<file path="src/rtl/dm_arbiter.sv">
// dm_arbiter: two-port req/ack arbiter sharing the single-port data memory.
// Build option DM_ARB_FIXED_PRIO_EN: port 0 always wins a tie (default build is round-robin).
module dm_arbiter #(
   parameter int ADDR_W = 7,
   parameter int DATA_W = 32
) (
   input  logic              clk,
   input  logic              rstn,
   input  logic              m0_req,
   input  logic              m0_we,
   input  logic [ADDR_W-1:0] m0_addr,
   input  logic [DATA_W-1:0] m0_wdata,
   output logic              m0_ack,
   output logic [DATA_W-1:0] m0_rdata,
   input  logic              m1_req,
   input  logic              m1_we,
   input  logic [ADDR_W-1:0] m1_addr,
   input  logic [DATA_W-1:0] m1_wdata,
   output logic              m1_ack,
   output logic [DATA_W-1:0] m1_rdata,
   output logic              dm_we,
   output logic [ADDR_W-1:0] dm_addr,
   output logic [DATA_W-1:0] dm_din,
   input  logic [DATA_W-1:0] dm_dout,
   output logic              busy,
   output logic              owner
);

   localparam logic [1:0] S_IDLE   = 2'd0;
   localparam logic [1:0] S_ACCESS = 2'd1;
   localparam logic [1:0] S_RESP   = 2'd2;

   logic [1:0]        state_q, state_d;
   logic              we_q, we_d;
   logic [ADDR_W-1:0] addr_q, addr_d;
   logic [DATA_W-1:0] din_q, din_d;
   logic              last_gnt_q, last_gnt_d;
   logic [DATA_W-1:0] rdata0_q, rdata0_d;
   logic [DATA_W-1:0] rdata1_q, rdata1_d;
   logic              winner;

   always_comb begin
      winner = 1'b0;
      if (m0_req && m1_req) begin
`ifdef DM_ARB_FIXED_PRIO_EN
         winner = 1'b0;
`else
         winner = ~last_gnt_q;
`endif
      end else if (m1_req) begin
         winner = 1'b1;
      end
   end

   always_comb begin
      state_d    = state_q;
      we_d       = we_q;
      addr_d     = addr_q;
      din_d      = din_q;
      last_gnt_d = last_gnt_q;
      rdata0_d   = rdata0_q;
      rdata1_d   = rdata1_q;
      case (state_q)
         S_IDLE: begin
            if (m0_req || m1_req) begin
               state_d    = S_ACCESS;
               last_gnt_d = winner;
               we_d       = winner ? m1_we    : m0_we;
               addr_d     = winner ? m1_addr  : m0_addr;
               din_d      = winner ? m1_wdata : m0_wdata;
            end
         end
         S_ACCESS: begin
            state_d = S_RESP;
            // Read data is captured per port so the other port's last result is kept.
            if (!we_q) begin
               if (last_gnt_q) rdata1_d = dm_dout;
               else            rdata0_d = dm_dout;
            end
         end
         S_RESP:  state_d = S_IDLE;
         default: state_d = S_IDLE;
      endcase
   end

   always_ff @(posedge clk) begin
      if (!rstn) begin
         state_q    <= S_IDLE;
         we_q       <= 1'b0;
         addr_q     <= '0;
         din_q      <= '0;
         last_gnt_q <= 1'b1;
         rdata0_q   <= '0;
         rdata1_q   <= '0;
      end else begin
         state_q    <= state_d;
         we_q       <= we_d;
         addr_q     <= addr_d;
         din_q      <= din_d;
         last_gnt_q <= last_gnt_d;
         rdata0_q   <= rdata0_d;
         rdata1_q   <= rdata1_d;
      end
   end

   // Gating with rstn keeps an aborted write from reaching memory.
   assign dm_we    = (state_q == S_ACCESS) && we_q && rstn;
   assign dm_addr  = addr_q;
   assign dm_din   = din_q;
   assign m0_ack   = (state_q == S_RESP) && !last_gnt_q;
   assign m1_ack   = (state_q == S_RESP) &&  last_gnt_q;
   assign m0_rdata = rdata0_q;
   assign m1_rdata = rdata1_q;
   assign busy     = (state_q == S_ACCESS) || (state_q == S_RESP);
   assign owner    = last_gnt_q;

endmodule

</file>
<file path="config.mk">
export PLATFORM = sky130hd
export DESIGN_NAME = dm_arbiter
export DESIGN_NICKNAME = d
export VERILOG_FILES = /design/src/rtl/dm_arbiter.sv
export SDC_FILE = /design/constraint.sdc
export NUM_CORES = 1
export LEC_CHECK = 0
export CORE_AREA = 2 2 113 115
export CTS_CLUSTER_SIZE = 24
export DETAILED_ROUTE_END_ITERATION = 6
export DIE_AREA = 0 0 115 117
export HOLD_SLACK_MARGIN = 0.12
export PLACE_DENSITY = 0.77
export SYNTH_ARGS = -nofsm -noshare
export SYNTH_HDL_FRONTEND = slang
export SYNTH_SLANG_ARGS = --single-unit
</file>
<file path="constraint.sdc">
create_clock -name clk -period 1.4 [get_ports clk]
set_input_delay 0.42 -clock clk [delete_from_list [all_inputs] [get_ports clk]]
set_output_delay 0.42 -clock clk [all_outputs]
set_load 0.01 [all_outputs]
</file>
; Word-level counts from Yosys, hierarchy flattened
; Index checks and enable logic that the tools add are counted.
; W data, S select, Z words.
[classes]
n_reduce_logical = 12
mux = 7
eq_ne = 3
n_bitwise = 2
[ops]
columns = op, n
row1 = $mux W32, 1
row2 = $mux W7, 1
row3 = $reduce_and A3 Y1, 2
row4 = $logic_and A1 B1 Y1, 5
row5 = $pmux W2 S2, 1
row6 = $mux W1, 3
row7 = $eq A2 B1 Y1 const B, 1
row8 = $eq A2 B2 Y1 const B, 1
row9 = $logic_not A2 Y1, 1
row10 = $logic_or A1 B1 Y1, 2
row11 = $mux W2, 1
row12 = $ne A2 B2 Y1 const B, 1
row13 = $not A1 Y1, 2
row14 = $reduce_and A2 Y1, 1
row15 = $logic_not A1 Y1, 1
[totals]
input_bits = 116
register_bits = 107

; Longest topological paths before layout
; Gate-level depths: netlist (run 1).
[depth]
ltp_word = 3
depth_mapped = 7
depth_no_buf = 5

; Least setup slack after synthesis (run 1)
; No wires, ideal clock.
[synth_timing]
kind = input to output
start = input port rstn
end = output port dm_we
path_buffers = 2
setup_slack_ns = -0.027
path_stages = 3
arrival_time_ns = 1.007
required_ns = 0.980
cell_sequence = buf_2 > clkbuf_1 > and3_1
[synth_between]
elab_chain_len = 1
[synth_lines]
columns = item, line_no
row1 = from (decl), 8  ; input logic rstn,
row2 = $logic_and A1 B1 Y1, 107  ; assign dm_we = (state_q == S_ACCESS) && we_q && rstn;
row3 = to (decl), 21  ; output logic dm_we,
; No other way between the ends.

; Worst setup path in the final report (run 1)
[layout_timing]
start = register state_q[1]
end = output port m1_ack
[layout_between]
elab_chain_len = 2
[layout_lines]
columns = item, line_no
row1 = from (decl), 33  ; logic [1:0] state_q, state_d;
row2 = from (signal assigned), 96  ; state_q <= state_d;
row3 = $eq A2 B2 Y1, 111  ; assign m1_ack = (state_q == S_RESP) && last_gnt_q;
row4 = $logic_and A1 B1 Y1, 111
row5 = to (decl), 19  ; output logic m1_ack,
; No other way between the ends.

==> parameters.txt, run 1 <==
Parameter                              Value

Status
  Status    finished with violations
  Violated checks    setup timing

STA
  Relative slew margins    0.570
  Hold_ws    454 ps
  Crit path setup slack, layout    -225 ps
  Final number of setup-violating endpoints    76
  Minimum clock period after layout    ~1600 ps
  Total count of hold-check failures in the final report    0
  Number of max-slew violations in the final report    0
  Post-Route Skew    9.25 ps
  Worst Tran Pin Value    645 ps
  Share of the cycle needed by the critical path after routing    1.16
  Sum of negative setup slack    -9400 ps
  Fmax    615 MHz
  Unrepaired setup endpoints after global routing    true

Worst setup path
  Standard cell with the maximum stage delay on the critical path    sky130_fd_sc_hd__dfxtp_2
  Worst setup SP type    register
  Worst path cell trace    buf_6 > ha_4 > and2_4 > buf_6
  Largest fanout on the critical path    3
  Required time worst endpoint    980 ps
  Start-to-end type of the worst setup path    reg -> out
  Start point of the critical path    state_q[1]$_SDFFE_PN0P_
  Largest delay contributor family on the critical path    flip-flops
  Minimum setup slack among reg-to-reg paths    -180 ps
  Worst R2R Start    state_q[1]$_SDFFE_PN0P_
  Number of cell instances on the worst register-to-register path    7
  Type of element capturing the critical path    output pin
  Endpoint of the most critical register-to-register path    m0_rdata[23]$_SDFFE_PN0P_
  Critical path data arrival time    ~1200 ps
  CP bufs+invs    2
  Last element of the critical path    m1_ack
  Maximum cell stage delay along the critical path    340 ps
  Logic depth of the worst setup path including buffers    4
  Top cell by count, worst path    sky130_fd_sc_hd__buf_6

Drt
  Antenna Violating Nets Remaining    0
  DRC violations left    0
  Router iterations before antenna repair    5
  Post-detailed-route via-to-cell ratio    between 5 and 6
  Via count    4,689
  Iteration-0 DRC Markers    330
  Detailed-route wire length per cell    around 17 um
  Total length of routed wires    15.6 mm

GRT
  Largest net degree at the start of global routing    108
  Remaining global-route overflow    0
  Via count of the first global-routing pass    4,447
  First-pass GRT wire length    22.0 mm
  Initial antenna violation count    0
  Combined global-route utilization of all metal layers    0.210

Logic synthesis
  Mean instance size in the synthesized netlist    around 8.2 um^2
  Post-synthesis share of cell area spent on xor and xnor gates    0
  Synthesized-area fraction occupied by ao, oa, aoi and oai cells    0.228
  EDFF count, synth    0
  Number of synthesized register bits    107
  Count of unique library cells instantiated by Yosys    25
  Post-synth design cell area    4280 um^2
  Simple-gate portion of the synthesized area    0.206
  Gate count of the mapped netlist    525
  Dominant combinational cell family by area after synthesis    compound AO/OA/AOI/OAI gates
  Adder and majority cell fraction of the synthesized area    0.00877
  Number of synthesis warnings    0
  Multiplexer area fraction after synthesis    0.00234
  Post-synth net total    ~640
  Main flop type after synthesis    sky130_fd_sc_hd__dfxtp_1
  Synth async-reset ratio    0
  Sequential element share of the synthesized area    0.501

Placement
  Count of buffers from port buffering    between 200 and 250
  Post-DP Area    6770 um^2
  Last weighted congestion value of the routability-driven placer    0.774
  DP HPWL    ~9.3 mm
  Worst Setup Slack post-DPL    -468 ps

Clock network
  Total number of clock tree sinks    107
  Total CTS buffers    9
  CTS HTree Levels    3
  Latest clock arrival within the worst-skew pair    340 ps
  Buffer levels on the longest clock path    2
  Clock transition at the registers of the reported paths    70 ps
  CTS tree    built
  Clock root buffer    sky130_fd_sc_hd__clkbuf_16

Cells and area
  Number of antenna repair diodes    0
  Share of post-route cells with drive strength above 1    0.254
  Synthesis-to-finish area growth    80.8%
  Nets@finish    882
  Finished layout cell area    7740 um^2

Power and ir drop
  Switching fraction of total power    0.267
  Switching power summed over all nets    2300 uW
  Internal power component    6300 uW
  Static leakage    0.00312 uW
  Sequential share of power    0.400
  Peak supply drop    0.000615 V
  Combinational share of power    0.256
  Total power per unit cell area    1110 nW/um^2
  Power share of the clock group    0.344

Flow run
  Maxcap violations    0

Hold path
  Number of cells on the worst hold path    2
  Path class of the lowest-slack min-delay path    reg -> reg

Die
  Die height    117 um
  Placeable core region    ~12,000 um^2
  Total number of placement rows    41
  Initial standard-cell utilization of the core    0.348
  Number of top-level design ports    224
  DIE AREA    13,500 um^2
  Width of the die    115 um
## metrics by stage
stage	instances	utilization	power [uW]
after floorplan	525	-	4220
after global placement	874	0.550	5310
after detailed placement	874	0.550	5360
after CTS	900	0.599	8360
after global routing	917	0.628	8940
final	917	0.628	8600
## repair_timing
| action | in CTS | in global routing |
|---|---|---|
| gates resized for setup | 222 | 174 |
| hold buffers | 0 | 0 |
| gates cloned | 7 | 10 |
| pin swaps | 49 | 64 |
| setup endpoints to repair | 184 | 177 |
| buffers inserted | 4 | 8 |
## area by class of cell
cell class / instances / area (um^2)
Inverter: 2 / 12.5
Clock buffer: 10 / 239
Tap cell: 150 / 188
Sequential cell: 107 / 2150
Clock inverter: 5 / 108
Fill cell: 1019 / 4570
Multi-Input combinational cell: 372 / 2200
Timing Repair Buffer: 271 / 2840
## synth_stat cells (2+ instances only)
master / count / area [um^2]
sky130_fd_sc_hd__a21boi_0: 29 / 218
sky130_fd_sc_hd__nor2b_1: 2 / 12.5
sky130_fd_sc_hd__buf_6: 5 / 56.3
sky130_fd_sc_hd__nand2_2: 10 / 62.6
sky130_fd_sc_hd__nand2_1: 198 / 743
sky130_fd_sc_hd__a31oi_1: 40 / 250
sky130_fd_sc_hd__a21boi_1: 36 / 270
sky130_fd_sc_hd__ha_1: 3 / 37.5
sky130_fd_sc_hd__inv_1: 2 / 7.51
sky130_fd_sc_hd__clkbuf_1: 22 / 82.6
sky130_fd_sc_hd__dfxtp_1: 107 / 2140
sky130_fd_sc_hd__and3_1: 2 / 12.5
sky130_fd_sc_hd__buf_2: 17 / 85.1
sky130_fd_sc_hd__o21ai_0: 41 / 205
## placed cells by master (no fill, tap or decap), types with 3 or more instances in the layout
cell type                         instances
sky130_fd_sc_hd__buf_16                   6
sky130_fd_sc_hd__ha_4                     3
sky130_fd_sc_hd__a31oi_1                 40
sky130_fd_sc_hd__clkdlybuf4s50_1        112
sky130_fd_sc_hd__a21boi_0                 6
sky130_fd_sc_hd__buf_12                  10
sky130_fd_sc_hd__clkbuf_2                35
sky130_fd_sc_hd__o21ai_0                 41
sky130_fd_sc_hd__clkdlybuf4s15_1         52
sky130_fd_sc_hd__inv_6                    3
sky130_fd_sc_hd__nand2_1                136
sky130_fd_sc_hd__bufinv_16                3
sky130_fd_sc_hd__clkbuf_16               16
sky130_fd_sc_hd__a21boi_1                58
sky130_fd_sc_hd__buf_6                   22
sky130_fd_sc_hd__dfxtp_1                104
sky130_fd_sc_hd__nand2_4                 11
sky130_fd_sc_hd__buf_4                    8
sky130_fd_sc_hd__dlygate4sd2_1           15
sky130_fd_sc_hd__nand2_2                 61
## worst register-to-register path, delay by kind of cell (launching register included)
| kind | cells | cell delay, ps |
|---|---|---|
| simple gates | 2 | 560 |
| buf+inv | 3 | 370 |
| flops | 1 | 340 |
| fa+ha+maj | 1 | 140 |
| compound gates | 1 | 70 |
## kinds of logic after synthesis
group                      count (synthesis)
DFF                                      107
muxes                                      1
adders and majority gates                  3
AOI/OAI and AO/OA                        150
and+or+nand+nor                          218
buffers and inverters                     46
## worst min-delay path by stage
stage / endpoint / slack [ps] / startpoint
floorplan: m0_rdata[11]$_SDFFE_PN0P_ / 480 / m0_rdata[11]$_SDFFE_PN0P_
global placement: m0_rdata[13]$_SDFFE_PN0P_ / 440 / m0_rdata[13]$_SDFFE_PN0P_
detailed placement: m0_rdata[17]$_SDFFE_PN0P_ / 450 / m0_rdata[17]$_SDFFE_PN0P_
CTS: m1_rdata[9]$_SDFFE_PN0P_ / 450 / m1_rdata[9]$_SDFFE_PN0P_
global route: m1_rdata[9]$_SDFFE_PN0P_ / 470 / m1_rdata[9]$_SDFFE_PN0P_
finish: m1_rdata[9]$_SDFFE_PN0P_ / 450 / m1_rdata[9]$_SDFFE_PN0P_
## metal layers
layer | track usage | routed length [um] | vias to the layer above
met5 | 0 | 0 | -
met1 | 0.241 | 6240 | 2184
met2 | 0.355 | 7530 | 236
met4 | 0.113 | 563 | 0
li1 | - | - | 2227
met3 | 0.0618 | 1280 | 42
## power groups by stage
stage	Sequential, uW	Clock, uW	Combinational (uW)
global placement	3490	0	1820
detailed placement	3500	0	1860
floorplan	3600	0	623
global route	3470	3120	2350
CTS	3430	2990	1940
finish	3440	2960	2200
## sequential cells by signal, indices dropped and copies added, names as in the netlist
register / cells
state_q: 2
dm_din: 32
m0_rdata: 32
dm_addr: 7
we_q: 1
m1_rdata: 32
owner: 1
No activity file was read; power rests on OpenSTA's default activity.
==> inputs of run 2 (changes only) <==
==> config.mk (replaced) <==
export PLATFORM = sky130hd
export DESIGN_NAME = dm_arbiter
export DESIGN_NICKNAME = d
export VERILOG_FILES = /design/src/rtl/dm_arbiter.sv
export SDC_FILE = /design/constraint.sdc
export NUM_CORES = 1
export LEC_CHECK = 0
export CORE_AREA = 2 2 123 125
export CTS_CLUSTER_SIZE = 24
export DETAILED_ROUTE_END_ITERATION = 6
export DIE_AREA = 0 0 125 127
export HOLD_SLACK_MARGIN = 0.12
export PLACE_DENSITY = 0.67
export SYNTH_ARGS = -nofsm -noshare
export SYNTH_HDL_FRONTEND = slang
export SYNTH_SLANG_ARGS = --single-unit
==> parameters.txt, run 2 (synthesized netlist as in run 1, its figures left out) <==
Parameter                              Value

Status
  Status    finished with violations
  Violated checks    setup timing

Worst setup path
  Worst path cell trace    buf_6 > ha_4 > and2_4 > buf_6
  Endpoint of the most critical register-to-register path    m1_rdata[11]$_SDFFE_PN0P_
  Critical path data arrival time    roughly 1200 ps
  Start-to-end type of the worst setup path    reg -> out
  Standard cell with the maximum stage delay on the critical path    sky130_fd_sc_hd__dfxtp_4
  Top cell by count, worst path    sky130_fd_sc_hd__buf_6
  Minimum setup slack among reg-to-reg paths    -220 ps
  Maximum cell stage delay along the critical path    350 ps
  Worst R2R Start    state_q[1]$_SDFFE_PN0P_
  Worst setup SP type    register
  Last element of the critical path    m1_ack
  Required time worst endpoint    980 ps
  Number of cell instances on the worst register-to-register path    10
  Type of element capturing the critical path    output pin
  Largest fanout on the critical path    2
  Start point of the critical path    state_q[1]$_SDFFE_PN0P_

Clock network
  Buffer levels on the longest clock path    2
  CTS HTree Levels    3
  Total CTS buffers    9
  Latest clock arrival within the worst-skew pair    350 ps
  CTS Hold Bufs    0
  Clock root buffer    sky130_fd_sc_hd__clkbuf_16
  Clock transition at the registers of the reported paths    approximately 60 ps
  CTS tree    built
  Total number of clock tree sinks    107

Power and ir drop
  Total power per unit cell area    1060 nW/um^2
  Static leakage    0.00327 uW
  Overall power consumption    8570 uW
  Peak supply drop    0.000555 V

Placement
  Last weighted congestion value of the routability-driven placer    between 0.7 and 0.8
  Cell total after placement    between 900 and 1,000
  Count of buffers from port buffering    approximately 220
  DP HPWL    9.63 mm

Cells and area
  Share of post-route cells with drive strength above 1    0.350
  Most common cell after layout, fill and taps aside    sky130_fd_sc_hd__nand2_1
  Most frequent cells in the layout    126 x sky130_fd_sc_hd__nand2_1, 112 x sky130_fd_sc_hd__clkdlybuf4s50_1, 85 x sky130_fd_sc_hd__dfxtp_1
  Number of antenna repair diodes    0
  Synthesis-to-finish area growth    89.2%
  Final standard cell utilization of the core    0.561
  Nets@finish    between 800 and 900
  Post-route non-filler standard cell count    955

GRT
  Remaining global-route overflow    0
  Via count of the first global-routing pass    4,533
  Initial antenna violation count    0
  Combined global-route utilization of all metal layers    0.185
  Largest net degree at the start of global routing    55
  First-pass GRT wire length    between 20 and 25 mm

STA
  Fmax    just over 600 MHz
  Relative slew margins    0.692
  Share of the cycle needed by the critical path after routing    1.17
  Minimum clock period after layout    1630 ps
  Crit path setup slack, layout    -233 ps
  Unrepaired setup endpoints after global routing    true
  Total count of hold-check failures in the final report    0
  Final number of setup-violating endpoints    68
  Post-Route Skew    between 8 and 9 ps
  Number of max-slew violations in the final report    0
  Worst Tran Pin Value    ~460 ps

Die
  Width of the die    125 um
  Number of top-level design ports    224
  Total number of placement rows    44
  DIE AREA    15,900 um^2
  Initial standard-cell utilization of the core    0.297
  Die height    between 100 and 150 um
  Placeable core region    14,400 um^2

Flow run
  Maxcap violations    0

Drt
  Detailed-route wire length per cell    16.6 um
  Router iterations before antenna repair    4
  Total length of routed wires    15.8 mm
  Post-detailed-route via-to-cell ratio    4.85
  DRC violations left    0
  Iteration-0 DRC Markers    approximately 240
  Via count    4,633
  Antenna Violating Nets Remaining    0

Hold path
  Path class of the lowest-slack min-delay path    reg -> reg
[run 2: changes by cell type in the layout (fill, tap and decap cells not counted), sizes merged]
cell / before / now
dlymetal6s2s: 1 / 0
clkdlybuf4s15: 54 / 61
inv: 4 / 2
buf: 47 / 55
clkbuf: 52 / 48
dlygate4sd2: 15 / 8
clkinv: 0 / 2
bufbuf: 0 / 1
[run 2: worst min path at each step]
stage / slack (ps) / from / to / cells past startpoint
floorplan: 480 / m0_rdata[11]$_SDFFE_PN0P_ / m0_rdata[11]$_SDFFE_PN0P_ / 2
global placement: 440 / m0_rdata[16]$_SDFFE_PN0P_ / m0_rdata[16]$_SDFFE_PN0P_ / 2
detailed placement: 450 / m0_rdata[21]$_SDFFE_PN0P_ / m0_rdata[21]$_SDFFE_PN0P_ / 2
CTS: 450 / m1_rdata[2]$_SDFFE_PN0P_ / m1_rdata[2]$_SDFFE_PN0P_ / 2
global route: 470 / m1_rdata[4]$_SDFFE_PN0P_ / m1_rdata[4]$_SDFFE_PN0P_ / 2
finish: 460 / m1_rdata[4]$_SDFFE_PN0P_ / m1_rdata[4]$_SDFFE_PN0P_ / 2
[run 2: layout make-up]
| type | count | area, um^2 |
|---|---|---|
| fillers | 1259 | 6330 |
| repair buffers | 274 | 2840 |
| multi-input cells | 372 | 2490 |
| flip-flops and latches | 107 | 2180 |
| clock buffers | 11 | 243 |
| well taps | 184 | 230 |
| clock inverters | 5 | 100 |
| inverters | 2 | 12.5 |
[run 2: critical path, delay by kind of cell, from the launching register on]
kind	cells	cell delay (ps)
fa+ha+maj	1	150
buf+inv	2	240
flops	1	350
simple gates	1	130
[run 2: what timing repair did]
action / 4_1_cts / 5_1_grt
resized for setup: 298 / 226
endpoints found under the setup margin: 174 / 154
pin swaps: 81 / 79
buffers inserted: 14 / 6
cloned: 12 / 1
[run 2: metal layers]
metal  track usage  share of wire  routed length [um]
met3        0.0519          0.078                1230
met1         0.208           0.38                6070
met5             0              0                   0
met2         0.334           0.51                8140
met4        0.0706          0.025                 391
[run 2: stage by stage]
| step | setup TNS [ps] | instance area (um^2) | hold WS (ps) | setup WS [ps] |
|---|---|---|---|---|
| after global placement | -16330 | 6800 | 439 | -314 |
| after detailed placement | -18670 | 6800 | 448 | -371 |
| final | -8310 | 8100 | 457 | -233 |
| after CTS | -13320 | 7840 | 452 | -267 |
| after floorplan | 0 | 4290 | 479 | 13.4 |
| after global routing | -13250 | 8100 | 468 | -283 |
[run 2: where the power goes]
group | switching (uW) | total, uW | internal [uW]
Combinational | 1010 | 2200 | 1190
Clock | 1100 | 2900 | 1790
Sequential | 163 | 3470 | 3310
==> inputs of run 3 (changes only) <==
==> config.mk (replaced) <==
export PLATFORM = sky130hd
export DESIGN_NAME = dm_arbiter
export DESIGN_NICKNAME = d
export VERILOG_FILES = /design/src/rtl/dm_arbiter.sv
export SDC_FILE = /design/constraint.sdc
export NUM_CORES = 1
export LEC_CHECK = 0
export CORE_AREA = 2 2 113 115
export CTS_CLUSTER_SIZE = 24
export DETAILED_ROUTE_END_ITERATION = 6
export DIE_AREA = 0 0 115 117
export HOLD_SLACK_MARGIN = 0.12
export PLACE_DENSITY = 0.77
export SYNTH_ARGS = -nofsm -noshare
export SYNTH_HDL_FRONTEND = slang
export SYNTH_SLANG_ARGS = --single-unit
==> results of run 3 <==
Same layout as run 1: the final DEF is identical, and so are final timing and power.
